$ cat src/rtl/afifo_wr_packer.sv
// Write-side packer for the async FIFO: packs RATIO narrow lanes into one wide
// FIFO word {eop, cnt, lanes}, flushing short words on end-of-packet or idle timeout.
module afifo_wr_packer #(
  parameter int unsigned IWIDTH  = 8,
  parameter int unsigned RATIO   = 4,
  parameter int unsigned TIMEOUT = 0,
  localparam int unsigned CW     = $clog2(RATIO),
  localparam int unsigned FWIDTH = IWIDTH * RATIO + CW + 1
) (
  input  logic              wr_rst,
  input  logic              wr_clk,
  input  logic [IWIDTH-1:0] i_dat,
  input  logic              i_val,
  input  logic              i_eop,
  output logic              i_rdy,
  output logic [FWIDTH-1:0] fifo_data,
  output logic              fifo_req,
  input  logic              fifo_full
);

  localparam int unsigned AW  = IWIDTH * RATIO;
  localparam int unsigned IDW = (TIMEOUT > 0) ? $clog2(TIMEOUT + 1) : 1;
  localparam logic [CW-1:0]  LAST_LANE = CW'(RATIO - 1);
  localparam logic [IDW-1:0] IDLE_MAX  = IDW'(TIMEOUT);

  logic [AW-1:0]     asm_q, asm_d;
  logic [CW-1:0]     lane_q, lane_d;
  logic [IDW-1:0]    idle_q, idle_d;
  logic              out_vld_q, out_vld_d;
  logic [FWIDTH-1:0] out_q, out_d;
  logic              room;
  logic              acc;
  logic              load;
  logic [AW-1:0]     merged;

  // Output register can take a new word when empty or draining this cycle.
  assign room      = ~out_vld_q | ~fifo_full;
  assign i_rdy     = ~wr_rst & room;
  assign fifo_req  = out_vld_q & ~fifo_full;
  assign fifo_data = out_q;
  assign acc       = i_val & i_rdy;

  // Next-state: lane assembly, idle timeout flush, output register load/drain.
  always_comb begin
    asm_d     = asm_q;
    lane_d    = lane_q;
    idle_d    = idle_q;
    out_d     = out_q;
    out_vld_d = out_vld_q;
    load      = 1'b0;
    merged    = asm_q;
    merged[lane_q * IWIDTH +: IWIDTH] = i_dat;

    if (acc) begin
      idle_d = '0;
      if (lane_q == LAST_LANE || i_eop) begin
        load   = 1'b1;
        out_d  = {i_eop, lane_q, merged};
        asm_d  = '0;
        lane_d = '0;
      end else begin
        asm_d  = merged;
        lane_d = lane_q + CW'(1);
      end
    end else if (TIMEOUT > 0 && lane_q != '0) begin
      if (idle_q == IDLE_MAX) begin
        // Expired: flush once the output register is free, else hold saturated.
        if (room) begin
          load   = 1'b1;
          out_d  = {1'b0, lane_q - CW'(1), asm_q};
          asm_d  = '0;
          lane_d = '0;
          idle_d = '0;
        end
      end else begin
        idle_d = idle_q + IDW'(1);
      end
    end else begin
      idle_d = '0;
    end

    if (load) begin
      out_vld_d = 1'b1;
    end else if (fifo_req) begin
      out_vld_d = 1'b0;
    end
  end

  always_ff @(posedge wr_clk or posedge wr_rst) begin
    if (wr_rst) begin
      asm_q     <= '0;
      lane_q    <= '0;
      idle_q    <= '0;
      out_vld_q <= 1'b0;
      out_q     <= '0;
    end else begin
      asm_q     <= asm_d;
      lane_q    <= lane_d;
      idle_q    <= idle_d;
      out_vld_q <= out_vld_d;
      out_q     <= out_d;
    end
  end

endmodule

$ cat config.mk
export PLATFORM = sky130hd
export DESIGN_NAME = afifo_wr_packer
export DESIGN_NICKNAME = d
export VERILOG_FILES = /design/src/rtl/afifo_wr_packer.sv
export SDC_FILE = /design/constraint.sdc
export NUM_CORES = 1
export LEC_CHECK = 0
export ABC_AREA = 1
export BUFFER_PORTS_ARGS = -buffer_cell sky130_fd_sc_hd__buf_2
export CAP_MARGIN = 15
export CORE_MARGIN = 5
export CORE_UTILIZATION = 52
export DETAILED_ROUTE_END_ITERATION = 10
export GPL_TIMING_DRIVEN = 0
export PLACE_DENSITY_LB_ADDON = 0.25
export SETUP_SLACK_MARGIN = 0.02
export SLEW_MARGIN = 25
export SYNTH_ARGS = -nofsm -noshare
export SYNTH_HDL_FRONTEND = slang
export SYNTH_SLANG_ARGS = --single-unit
$ cat constraint.sdc
create_clock -name wr_clk -period 3.9 [get_ports wr_clk]
set_input_delay 0.78 -clock wr_clk [delete_from_list [all_inputs] [get_ports wr_clk]]
set_output_delay 0.78 -clock wr_clk [all_outputs]
set_load 0.02 [all_outputs]
==> results of run 1 <==
critical path: stages, from the launching register on:
cell and delay [ns]:
dfrtp_1 0.52, inv_1 0.11, buf_6 0.16, ha_1 0.34, nor2_1 0.41, nand4_1 0.21
nand2_1 0.13, nand2_1 0.06, nand2_1 0.05
where the power goes:
group          internal, mW  leakage [nW]  total (mW)  switching [mW]
combinational         0.152          1.35       0.506           0.354
sequential            0.811         0.954       0.858          0.0473
clock                 0.328         0.106       0.596           0.269
total                  1.29          2.41        1.96           0.670
cell usage in the layout, fill, tap and decap left out, drive strengths merged:
cell | synthesis | routed
ha | 6 | 6
dfrtp | 70 | 70
inv | 19 | 19
buf | 13 | 63
nand4 | 8 | 8
clkbuf | 7 | 19
o21ai | 38 | 38
nor2 | 23 | 23
nand2 | 259 | 259
a21oi | 1 | 1
bufinv | 0 | 1
nand3 | 9 | 9
clkinv | 1 | 4
per-layer routing:
layer,up-vias,track usage
met5,-,0
met4,0,0.07579
met3,14,0.03719
met2,78,0.3288
met1,1423,0.2749
li1,1523,-
state kept, by name, indices dropped and copies added, names as in the netlist:
signal,count
asm_q,32
fifo_data,35
out_vld_q,1
lane_q,2
cell type report:
type / instances / area [um^2] / area share
clock buffer: 12 / 155.1 / 0.03863
buffer: 20 / 147.6 / 0.03676
multi-input combinational: 344 / 1478 / 0.3679
timing repair buffer: 50 / 265.3 / 0.06604
clock inverter: 4 / 45.04 / 0.01121
tap: 77 / 96.34 / 0.02399
inverter: 20 / 77.57 / 0.01931
sequential: 70 / 1752 / 0.4361
final timing paths:
| check | startpoint | end | slack, ns | cells after the start |
|---|---|---|---|---|
| worst min-delay path | wr_rst | fifo_data[4] | 0.44 | 2 |
| worst max register to register | lane_q[0] | fifo_data[4] | 1.85 | 8 |
| min in group wr_clk | asm_q[8] | asm_q[8] | 0.48 | 2 |
| worst min register to register | asm_q[8] | asm_q[8] | 0.48 | 2 |
| max in group asynchronous | wr_rst | fifo_data[14] | 2.91 | 3 |
| worst max-delay path | lane_q[0] | fifo_data[4] | 1.85 | 8 |
logic make-up after synthesis:
family | count (synthesis)
compound gates | 39
fa+ha+maj | 6
flops | 70
buf+inv | 40
simple gates | 299
==> results.sh, run 1 <==
export IMPL_outcome="complete, no violations"
export IMPL_ys_top_cells_by_area="dfrtp_1, nand2_1, o21ai_0"
export IMPL_postRouteAntennaNets=0
export IMPL_grt_max_degree=42
export IMPL_clock_latency_ns=0.34
export IMPL_io_pins=50
export IMPL_synth_cell_type_count=21
export IMPL_dpl_cell_count=581
export IMPL_fin_tns_setup_ns=0
export IMPL_drc=0
export IMPL_synth_compound_area_frac=0.05654
export IMPL_h_tree_depth=3
export IMPL_whs_ns=0.4385
export IMPL_hold_viol=0
export IMPL_gp_congestion=0.8668
export IMPL_initialDrtViolationCount=162
export IMPL_worst_endpoint_required_ns=4.18
export IMPL_fp_dieH_um=91.48
export IMPL_synth_main_ff_cell="dfrtp_1"
export IMPL_synth_commonest_cells="nand2_1, dfrtp_1, o21ai_0"
export IMPL_route_top_layer_used="met4"
export IMPL_yosys_area_share_simple=0.3498
export IMPL_design_area_mm2=0.004016
export IMPL_drive_above_1_share=0.1712
export IMPL_wire_per_inst_um=13.62
export IMPL_core_area_mm2=0.006386
export IMPL_synth_top_area_frac=0.5074
export IMPL_grt_pass1_vias=2937
export IMPL_fp_row_count=29
export IMPL_drv_slew=0
export IMPL_syn_avg_cell_area_um2=7.604
export IMPL_maxSlewHeadroom=0.6632
export IMPL_yosys_area_share_adder=0.02175
export IMPL_worst_clock_skew_ns=0.01065
export IMPL_path_class="register to register"
export IMPL_cts_buffers=9
export IMPL_async_reset_ff_frac=1.000
export IMPL_worst_setup_path_start_kind="register"
export IMPL_drt_met1_wl_um=3648
export IMPL_fp_dieArea_mm2=0.008368
export IMPL_synth_most_common_cell="nand2_1"
export IMPL_post_route_period_util=0.5262
export IMPL_port_buffers=49
export IMPL_fin_util=0.6289
export IMPL_yosys_warnings=0
export IMPL_worst_pin_slew_ns=0.5052
export IMPL_rsz0062_at_grt="no"
export IMPL_tritoncts="built"
export IMPL_placed_area_mm2=0.003816
export IMPL_setup_ws_ns=1.848
export IMPL_post_cts_buffers=0
export IMPL_syn_to_final_growth_pct=16.35
export IMPL_synth_xor_area_share=0
export IMPL_power_density_mw_per_mm2=488.1
export IMPL_end_kind="register"
export IMPL_hold_buffers=0
export IMPL_clkTransAtPathRegs_ns=0.08
export IMPL_drtPass1Iterations=4
export IMPL_dp_hpwl_um=5859
export IMPL_die_w_um=91.48
export IMPL_synth_area_mm2=0.003452
export IMPL_ys_ff_latch=70
export IMPL_p_leak_nw=2.412
export IMPL_route_met3_wl_um=411
export IMPL_nets=534
export IMPL_synth_cells=454
export IMPL_total_power_mw=1.960
export IMPL_synth_edf_count=0
export IMPL_root_buffer="clkbuf_8"
export IMPL_synth_top_cell_by_area="dfrtp_1"
export IMPL_grt_first_pass_wirelength_um=13990
export IMPL_grt_overflow_total=0
export IMPL_pre_cts_ws_ns=1.425
export IMPL_wl_met2_um=3909
export IMPL_antenna_found_initial=0
export IMPL_maxCapViolCount=0
export IMPL_cts_resized=0
export IMPL_vdd_drop_max_v=0.0002834
export IMPL_start_util=0.5406
export IMPL_cts_sinks=70
export IMPL_diodes=0
export IMPL_cp_max_fo=12
export IMPL_vias_per_cell=5.089
export IMPL_min_period_ns=2.052
export IMPL_routed_wirelength_um=8129
export IMPL_hold_path_class="primary input to asynchronous set/reset pin"
export IMPL_synth_seq_area_share=0.5074
export IMPL_synth_net_count=473
export IMPL_synthMuxAreaShare=0
export IMPL_max_freq_mhz=487.3
export IMPL_grt_usage=0.2042
export IMPL_synth_top_family_by_area="simple AND/OR/NAND/NOR gates"
export IMPL_worstPathArrival_ns=2.34
export IMPL_setup_violations=0
export IMPL_stdcell_count=597
export IMPL_clockBufferDepth=2
export IMPL_n_fill_cell=570
export IMPL_dr_total_vias=3038
Power figures use the tool's default switching activity.
==> run 2: changes to the inputs <==
clock period = 2 ns   (was 3.9 ns; I/O delays follow)
==> run 2 against run 1 <==
Net effect: cell area rose by 0.25%; clock skew decreased by 0.0014 ns; largest cell class unchanged; sequential share of layout area is 0.077 points lower; die area is the same; global-route usage is 0.12 points higher; first-iteration DRC count up 15%; cell count is 0.17% higher.
==> results.sh, run 2 (synthesis results as in run 1) <==
export IMPL_outcome="complete, no violations"
export IMPL_grt_pass1_vias=2988
export IMPL_cp_slowest_cell="dfrtp_2"
export IMPL_stdcell_count=598
export IMPL_fp_dieArea_mm2=0.008368
export IMPL_critPathTopFamily="buffers and inverters"
export IMPL_drv_slew=0
export IMPL_die_w_um=91.48
export IMPL_min_period_ns=1.813
export IMPL_fin_tns_setup_ns=0
export IMPL_maxCapViolCount=0
export IMPL_rsz0062_at_grt="no"
export IMPL_diodes=0
export IMPL_routed_wirelength_um=8017
export IMPL_cp_num_cells=7
export IMPL_post_route_period_util=0.9067
export IMPL_path_cells="buf_4 > ha_1 > nor2_2 > buf_6 > clkbuf_1 > o21ai_0 > nand2_1"
export IMPL_worst_endpoint_required_ns=2.29
export IMPL_drc=0
export IMPL_whs_ns=0.1425
export IMPL_power_density_mw_per_mm2=959.4
export IMPL_n_fill_cell=559
export IMPL_wire_per_inst_um=13.41
export IMPL_clkPwrFrac=0.307
export IMPL_p_leak_nw=2.406
export IMPL_grt_max_degree=72
export IMPL_fp_row_count=29
export IMPL_port_buffers=49
export IMPL_nets=535
export IMPL_vdd_drop_max_v=0.0006384
export IMPL_clockBufferDepth=2
export IMPL_setup_violations=0
export IMPL_dpl_cell_count=580
export IMPL_dp_hpwl_um=5603
export IMPL_root_buffer="clkbuf_8"
export IMPL_fin_util=0.6305
export IMPL_start_util=0.5406
export IMPL_p_sw_frac=0.3446
export IMPL_grt_overflow_total=0
export IMPL_antenna_found_initial=0
export IMPL_cts_buffers=9
export IMPL_final_common_cell="nand2_1"
export IMPL_worst_setup_path_start_kind="register"
export IMPL_maxSlewHeadroom=0.5773
export IMPL_final_cell_mix="nand2_1, dfrtp_1, buf_2"
export IMPL_worst_pin_slew_ns=0.6340
export IMPL_postRouteAntennaNets=0
export IMPL_initialDrtViolationCount=187
export IMPL_reg2reg_depth=7
export IMPL_fp_dieH_um=91.48
export IMPL_hold_path_class="primary input to asynchronous set/reset pin"
export IMPL_worstPathArrival_ns=2.10
export IMPL_reg2reg_from="lane_q[0]"
export IMPL_core_area_mm2=0.006386
export IMPL_grt_first_pass_wirelength_um=13880
export IMPL_tritoncts="built"
export IMPL_cts_sinks=70
export IMPL_dr_total_vias=2989
export IMPL_power_switching_mw=1.331
export IMPL_path_buf_inv=3
export IMPL_rrSetupSlack_ns=0.19
export IMPL_h_tree_depth=3
export IMPL_hold_buffers=0
export IMPL_internal_power_mw=2.532
export IMPL_largest_register_ffs=35
export IMPL_combPwrFrac=0.260
export IMPL_drive_above_1_share=0.1766
export IMPL_path_class="register to register"
export IMPL_regArea_mm2=0.001753
export IMPL_vias_per_cell=4.998
export IMPL_seqPwrFrac=0.433
export IMPL_clock_latency_ns=0.35
export IMPL_syn_to_final_growth_pct=16.64
export IMPL_cp_max_fo=10
export IMPL_cp_slowest_stage_delay_ns=0.45
export IMPL_multiInputGateArea_mm2=0.001488
export IMPL_io_pins=50
export IMPL_max_freq_mhz=551.5
export IMPL_rr_endpoint="fifo_data[13]"
export IMPL_hold_viol=0
export IMPL_end_kind="register"
export IMPL_gp_congestion=0.9089
export IMPL_grt_usage=0.2054
export IMPL_clkTransAtPathRegs_ns=0.08
export IMPL_worst_clock_skew_ns=0.009293
export IMPL_drtPass1Iterations=6
==> run 2: worst max-delay path by stage <==
stage | startpoint | end | slack, ns
floorplan | wr_rst | asm_q[0] | 0.27
global placement | wr_rst | fifo_data[12] | -0.23
detailed placement | wr_rst | fifo_data[13] | -0.27
CTS | lane_q[0] | fifo_data[28] | 0.01
global route | lane_q[0] | fifo_data[30] | 0.01
finish | lane_q[0] | fifo_data[13] | 0.19
==> run 2: layout make-up <==
class | count | area share
flip-flops and latches | 70 | 0.4354
multi-input cells | 344 | 0.3695
repair buffers | 51 | 0.06464
clock buffers | 13 | 0.03947
plain buffers | 20 | 0.03667
well taps | 77 | 0.02393
inverters | 20 | 0.01989
clock inverters | 3 | 0.01057
==> run 2: routing by layer <==
layer	global-route usage	routed length, um	up-vias	part of all wire
met5	0	0	-	0
met4	0.09658	201	0	0.025
met3	0.03719	413	20	0.052
met2	0.3300	3594	85	0.45
met1	0.2686	3806	1353	0.47
li1	-	-	1531	-
==> run 2: repair_timing <==
action                     4_1_cts  5_1_grt
gates resized for setup          2        3
setup endpoints to repair       11       66
setup buffers                    0        2
==> run 2: through the flow <==
stage          cell area (um^2)  total power, mW  worst slack, ns
2_1_floorplan              3455            2.382           0.2685
3_3_place_gp               3796            2.651          -0.2281
3_5_place_dp               3796            2.673          -0.2709
4_1_cts                    4003            3.857          0.01463
5_1_grt                    4026            4.075          0.01464
6_report                   4026            3.863           0.1867
==> run 2: power by group through the flow <==
stage	combinational, mW	clock (mW)	sequential, mW
3_5_place_dp	0.971	0	1.70
4_1_cts	0.983	1.20	1.68
5_1_grt	1.13	1.25	1.70
2_1_floorplan	0.554	0	1.83
6_report	1.00	1.19	1.67
3_3_place_gp	0.958	0	1.69
==> run 2: worst register-to-register path, cell delays in order, from the launching register on <==
cell      delay [ns]
dfrtp_2         0.45
buf_4           0.15
ha_1            0.19
nor2_2          0.14
buf_6           0.15
clkbuf_1        0.39
o21ai_0         0.19
nand2_1         0.09
